[src/rtl/pipe_ctrl.sv]
// Pipeline control sequencer for the 5-stage core: stage enables, valid bits,
// PC control and performance counters derived from stall/flush requests.
module pipe_ctrl #(
  parameter int unsigned CNT_WIDTH = 32
) (
  input  logic                 clk,
  input  logic                 rst,
  input  logic                 data_flush,
  input  logic                 ctrl_flush,
  input  logic                 dmem_busy,
  output logic                 pc_en,
  output logic                 pc_sel_redirect,
  output logic                 ifid_en,
  output logic                 idex_en,
  output logic                 exmem_en,
  output logic                 memwb_en,
  output logic                 ifid_valid,
  output logic                 idex_valid,
  output logic                 exmem_valid,
  output logic                 memwb_valid,
  output logic [CNT_WIDTH-1:0] retire_cnt,
  output logic [CNT_WIDTH-1:0] stall_cnt,
  output logic [CNT_WIDTH-1:0] flush_cnt
);

  typedef enum logic [1:0] {
    S_RESET = 2'd0,
    S_RUN   = 2'd1,
    S_REDIR = 2'd2
  } state_t;

  state_t state, state_nxt;

  logic cf, df;
  logic ifid_nxt, idex_nxt, exmem_nxt, memwb_nxt;
  logic stall_inc, flush_inc, retire_inc;

  // Requests only count when the instruction raising them is real.
  assign cf = ctrl_flush & idex_valid;
  assign df = data_flush & ifid_valid & ~cf;

  assign retire_inc = memwb_valid & memwb_en;

  // Next-state, enables and next valid bits; priority busy > cf > df > advance.
  always_comb begin
    state_nxt       = state;
    pc_en           = 1'b0;
    pc_sel_redirect = 1'b0;
    ifid_en         = 1'b0;
    idex_en         = 1'b0;
    exmem_en        = 1'b0;
    memwb_en        = 1'b0;
    ifid_nxt        = ifid_valid;
    idex_nxt        = idex_valid;
    exmem_nxt       = exmem_valid;
    memwb_nxt       = memwb_valid;
    stall_inc       = 1'b0;
    flush_inc       = 1'b0;
    if (!rst) begin
      case (state)
        S_RESET: begin
          pc_en     = 1'b1;
          ifid_en   = 1'b1;
          idex_en   = 1'b1;
          exmem_en  = 1'b1;
          memwb_en  = 1'b1;
          ifid_nxt  = 1'b0;
          idex_nxt  = ifid_valid;
          exmem_nxt = idex_valid;
          memwb_nxt = exmem_valid;
          state_nxt = S_RUN;
        end
        S_RUN, S_REDIR: begin
          if (dmem_busy) begin
            stall_inc = 1'b1;
          end else if (cf) begin
            pc_en           = 1'b1;
            pc_sel_redirect = 1'b1;
            ifid_en         = 1'b1;
            idex_en         = 1'b1;
            exmem_en        = 1'b1;
            memwb_en        = 1'b1;
            ifid_nxt        = 1'b0;
            idex_nxt        = 1'b0;
            exmem_nxt       = 1'b1;
            memwb_nxt       = exmem_valid;
            flush_inc       = 1'b1;
            state_nxt       = S_REDIR;
          end else if (df) begin
            idex_en   = 1'b1;
            exmem_en  = 1'b1;
            memwb_en  = 1'b1;
            idex_nxt  = 1'b0;
            exmem_nxt = idex_valid;
            memwb_nxt = exmem_valid;
            stall_inc = 1'b1;
            state_nxt = S_RUN;
          end else begin
            pc_en     = 1'b1;
            ifid_en   = 1'b1;
            idex_en   = 1'b1;
            exmem_en  = 1'b1;
            memwb_en  = 1'b1;
            // Fetch word in the cycle after a redirect is still old-path.
            ifid_nxt  = (state == S_RUN);
            idex_nxt  = ifid_valid;
            exmem_nxt = idex_valid;
            memwb_nxt = exmem_valid;
            state_nxt = S_RUN;
          end
        end
        default: state_nxt = S_RESET;
      endcase
    end
  end

  // State, valid bits and wrapping counters.
  always_ff @(posedge clk) begin
    if (rst) begin
      state       <= S_RESET;
      ifid_valid  <= 1'b0;
      idex_valid  <= 1'b0;
      exmem_valid <= 1'b0;
      memwb_valid <= 1'b0;
      retire_cnt  <= '0;
      stall_cnt   <= '0;
      flush_cnt   <= '0;
    end else begin
      state       <= state_nxt;
      ifid_valid  <= ifid_nxt;
      idex_valid  <= idex_nxt;
      exmem_valid <= exmem_nxt;
      memwb_valid <= memwb_nxt;
      if (retire_inc) retire_cnt <= retire_cnt + CNT_WIDTH'(1);
      if (stall_inc)  stall_cnt  <= stall_cnt + CNT_WIDTH'(1);
      if (flush_inc)  flush_cnt  <= flush_cnt + CNT_WIDTH'(1);
    end
  end

endmodule

[config.mk]
export PLATFORM = sky130hd
export DESIGN_NAME = pipe_ctrl
export DESIGN_NICKNAME = d
export VERILOG_FILES = /design/src/rtl/pipe_ctrl.sv
export SDC_FILE = /design/constraint.sdc
export NUM_CORES = 1
export LEC_CHECK = 0
export CAP_MARGIN = 20
export CELL_PAD_IN_SITES_DETAIL_PLACEMENT = 1
export CELL_PAD_IN_SITES_GLOBAL_PLACEMENT = 2
export CORE_MARGIN = 5
export CORE_UTILIZATION = 29
export CTS_CLUSTER_SIZE = 25
export DETAILED_ROUTE_END_ITERATION = 7
export GPL_ROUTABILITY_DRIVEN = 0
export PLACE_DENSITY = 0.79
export SLEW_MARGIN = 15
export SYNTH_ARGS = -nofsm -noshare
export SYNTH_HDL_FRONTEND = slang
export SYNTH_SLANG_ARGS = --single-unit
export TNS_END_PERCENT = 1
[constraint.sdc]
create_clock -name clk -period 2.9 [get_ports clk]
set_clock_uncertainty 0.15 [all_clocks]
set_input_delay 0.58 -clock clk [delete_from_list [all_inputs] [get_ports clk]]
set_output_delay 0.58 -clock clk [all_outputs]
set_load 0.02 [all_outputs]
Word level (Yosys, flattened, before mapping)
Index checks and enable logic that the tools add are counted.
Widths: inputs -> output; s select.
- register bits: 102
- latch bits: 0
- memory bits (writable): 0
- bits in read-only memories: 0
- input bits: 5
- output and inout bits: 106
- logic and storage cells: 58
- memories kept: 0
- add/sub/neg operators: 3
- multipliers: 0
- divide/modulo/power cells: 0
- magnitude comparators: 0
- eq/ne operators: 4
- shift-type cells: 0
- mux-type cells: 33
- bitwise gates (word level): 5
- reductions and logical operators: 5
- operators by type and width (cell ; number):
    $add 32x1->32 const B ; 3
    $mux 1 ; 24
    $pmux 1 s2 ; 6
    $and 1x1->1 ; 4
    $mux 2 ; 2
    $pmux 2 s2 ; 1
    $ne 3x3->1 const B ; 1
    $reduce_and 3->1 ; 1
    $eq 2x1->1 const B ; 1
    $eq 2x2->1 const B ; 1
    $logic_not 2->1 ; 1
    $ne 2x2->1 const B ; 1
    $reduce_and 2->1 ; 1
    $reduce_bool 2->1 ; 1
    $reduce_or 2->1 ; 1
    $not 1->1 ; 1

Logic depth before layout (Yosys ltp)
Gate-level depths: netlist of the first run.
- depth in word-level cells: 8
- mapped depth: 8
- mapped depth without buffers: 7

Worst setup path before layout of the first run
No wires, ideal clock.
- path kind: reg-to-output
- start: reg state[0]
- end: out pc_en
- arrival time: 1665 ps
- required time: 2170 ps
- path slack: 505 ps
- cell stages (with the launch flop): 7
- path through: dfxtp_1 > inv_1 > ha_1 > and2b_1 > o21a_1 > o21a_1 > buf_4
- longest elaborated chain between the ends: 4
- elaborated cells between the ends (all ways): 6
- RTL lines (what ; line ; text):
    start, declared ; 32 ; state_t state, state_nxt;
    start signal, assigned ; 129 ; state <= state_nxt;
    $eq 2x1->1 / $eq 2x2->1 (equally long branches) ; - ;
    $reduce_or 2->1 ; - ;
    $pmux 1 s2 (*) ; - ;
    $mux 1 (*) ; - ;
    end, declared ; 11 ; output logic pc_en,
Mark *: on every way between the ends. The rest lies on a longest branch, timed or not.

Worst setup path in the final report of the first run
- start: in dmem_busy
- end: out memwb_en
- longest elaborated chain between the ends: 3
- RTL lines (what ; line ; text):
    start, declared ; 10 ; input logic dmem_busy,
    $mux 1 ; 74 ; if (dmem_busy) begin
    $pmux 1 s2 ; 60 ; case (state)
    $mux 1 ; 59 ; if (!rst) begin
    end, declared ; 16 ; output logic memwb_en,
No other way between the ends.

==> flow_metrics.env, run 1 <==
export IMPL_end_kind="primary output"
export IMPL_core_mm2=0.0164
export IMPL_path_cells="clkdlybuf4s50_1 -> and2b_1 -> o21a_1 -> buf_4 -> dlygate4sd2_1"
export IMPL_postLayoutCoreUtil=0.395
export IMPL_criticalPathCategory="in2out"
export IMPL_synthFlopType="dfxtp_1"
export IMPL_rsz0062_at_grt="false"
export IMPL_die_y_um=139
export IMPL_maxCapViolCount=0
export IMPL_start_util=0.292
export IMPL_irDropWorstVdd_uv=269
export IMPL_hold_buffers=0
export IMPL_grt_max_degree=80
export IMPL_syn_nets=577
export IMPL_synth_commonest_cells="102 x dfxtp_1, 84 x nor2_1, 48 x xnor2_1"
export IMPL_yosysTopAreaCell="dfxtp_1"
export IMPL_startpoint_type="primary input"
export IMPL_avgSynthCellArea_um2=8.48
export IMPL_yosysMostFrequentCell="dfxtp_1"
export IMPL_placedCellCount=883
export IMPL_synth_edf_count=0
export IMPL_synth_seq_cells=102
export IMPL_synth_cells=566
export IMPL_cts_sinks=102
export IMPL_yosys_top_cells_area="dfxtp_1 43%, xnor2_1 8.8%, nor2_1 6.6%"
export IMPL_r2r_setup_slack_ns=0.24
export IMPL_yosysUniqueCellTypes=45
export IMPL_reg2regPathDepth=8
export IMPL_drcViolationCount=0
export IMPL_slew_viol_final=0
export IMPL_crit_fanout=6
export IMPL_cts_made_buffers=9
export IMPL_ys_warn_count=0
export IMPL_num_antenna_cells=0
export IMPL_grt_pass1_wl_um=23700
export IMPL_path_buf_inv=3
export IMPL_grtUsageTotal=0.146
export IMPL_grt_pass1_vias=4738
export IMPL_critical_path_top_delay_family="buffers and inverters"
export IMPL_grt_overflow_total=0
export IMPL_area_delta_synth_final_pct=35.0
export IMPL_antenna_found_initial=1
export IMPL_slowest_delay_ns=0.59
export IMPL_holdPathEnd="state[1]"
export IMPL_die_area_mm2=0.0192
export IMPL_cts_setup_buffers=0
export IMPL_root_buffer="clkbuf_16"
export IMPL_worst_pin_slew_ns=0.843
export IMPL_ios=111
export IMPL_maxSlewHeadroom=0.438
export IMPL_fmax_mhz=358
export IMPL_via_count=4382
export IMPL_htreeDepth=3
export IMPL_worstHoldStart="state[1]"
export IMPL_regToRegEndpoint="retire_cnt[26]"
export IMPL_drive_gt1_frac=0.0633
export IMPL_min_delay_path_depth=2
export IMPL_status="completed"
export IMPL_final_hold_viol_count=0
export IMPL_p_leak_nw=2.10
export IMPL_finalSetupViolations=0
export IMPL_dr_pass1_iters=4
export IMPL_crit_slowest_cell="clkdlybuf4s50_1"
export IMPL_setup_tns_ns=0
export IMPL_seq_area_frac_synth=0.426
export IMPL_fin_cells=899
export IMPL_ant_nets=0
export IMPL_drt_wl_total_um=14000
export IMPL_wl_per_cell_um=15.5
export IMPL_pwr_density_cell_mw_per_mm2=439
export IMPL_netlist_area_leader_share=0.426
export IMPL_ctsResizeCount=6
export IMPL_post_route_period_util=0.962
export IMPL_timing_hold_ws_ns=0.345
export IMPL_rows=47
export IMPL_fin_crit_ns=2.79
export IMPL_place_detailed_hpwl_um=10100
export IMPL_netlist_area_mm2=0.00480
export IMPL_timing_final_ws_setup_ns=0.110
export IMPL_insertion_delay_ns=0.35
export IMPL_async_reset_ff_frac=0
export IMPL_dp_slack_ns=-0.154
export IMPL_reg2reg_from="state[0]"
export IMPL_cp_arrival_ns=2.06
export IMPL_ctsLongestPathBuffers=2
export IMPL_min_path_type="reg2reg"
export IMPL_cp_required_ns=2.17
export IMPL_startpoint="dmem_busy"
export IMPL_layout_nets=685
export IMPL_first_iter_violations=95
export IMPL_cts_tree="built"
export IMPL_die_x_um=139
export IMPL_clkTransAtPathRegs_ns=0.07
export IMPL_via_per_inst=4.87
export IMPL_portBuffers=110
through the flow:
step           power [mW]  area, um2
2_1_floorplan        1.56       4800
3_3_place_gp         1.64       6180
3_5_place_dp         1.64       6180
4_1_cts              2.89       6470
5_1_grt              2.97       6470
6_report             2.84       6470
registers in the layout, indices dropped and copies added (netlist names):
signal and flops:
exmem_valid 1, flush_cnt 32, idex_valid 1, ifid_valid 1, memwb_valid 1, retire_cnt 32, stall_cnt 32, state 2
worst min-delay path: stages, from the launching register on:
cell	delay, ns
dfxtp_1	0.33
nand2_1	0.06
a21oi_1	0.06
routing by layer:
layer | routed length (um) | track usage | vias to the layer above
met3 | 636 | 0.0445 | 13
met2 | 6820 | 0.253 | 65
met1 | 6340 | 0.178 | 2104
met4 | 150 | 0.0376 | 2
met5 | 11 | 0 | -
li1 | - | - | 2198
cell usage in the layout (no fill, tap or decap), types with 8 or more instances in the layout:
cell type,instances
nor3_1,18
nand4_1,25
clkbuf_16,9
xor2_1,25
nor4_1,23
buf_4,18
dfxtp_1,102
nand2_1,37
and3_1,9
nor2_1,84
o21ai_0,19
nand3_1,33
and4_1,12
and2_1,8
a21oi_1,24
clkdlybuf4s50_1,103
inv_1,10
or3_1,19
xnor2_1,48
power by group:
part	switching (mW)	leakage, nW	internal, mW	total, mW
Clock	0.548	0.142	0.694	1.24
Sequential	0.0123	0.822	1.41	1.42
Combinational	0.113	1.13	0.0649	0.178
cells by family (layout without fill, tap and decap cells):
logic type      Yosys count  in the layout  share of synthesized area
compound gates           51             51                     0.0579
xor+xnor                 73             73                      0.133
fa+ha+maj                 6              6                     0.0156
buf+inv                  40            153                     0.0339
flops                   102            102                      0.426
mux                       6              6                     0.0128
simple gates            288            288                      0.321
how the worst max path moves through the flow:
stage                     endpoint  slack (ns)  cells past startpoint
finish                    memwb_en        0.11                      5
global route              exmem_en        0.06                      5
CTS                       memwb_en         0.1                      5
detailed placement  retire_cnt[26]       -0.15                      7
global placement             pc_en       -0.12                      5
floorplan                    pc_en        0.50                      6
cell type report:
cell class | count | area (um2)
fill | 1916 | 9930
clock inverter | 5 | 58.8
inverter | 10 | 37.5
timing repair buffer | 127 | 1220
tap | 220 | 275
clock buffer | 11 | 243
multi-input combinational | 424 | 2600
sequential | 102 | 2040
Note: power is estimated with default switching activity, not from simulation.
==> inputs of run 2 (changes only) <==
--- a/config.mk
+++ b/config.mk
@@ -18,4 +18,4 @@
 export SYNTH_ARGS = -nofsm -noshare
 export SYNTH_HDL_FRONTEND = slang
 export SYNTH_SLANG_ARGS = --single-unit
-export TNS_END_PERCENT = 1
+export TNS_END_PERCENT = 10
==> results of run 2 <==
No change in the layout: final DEF, timing and power equal those of run 1.
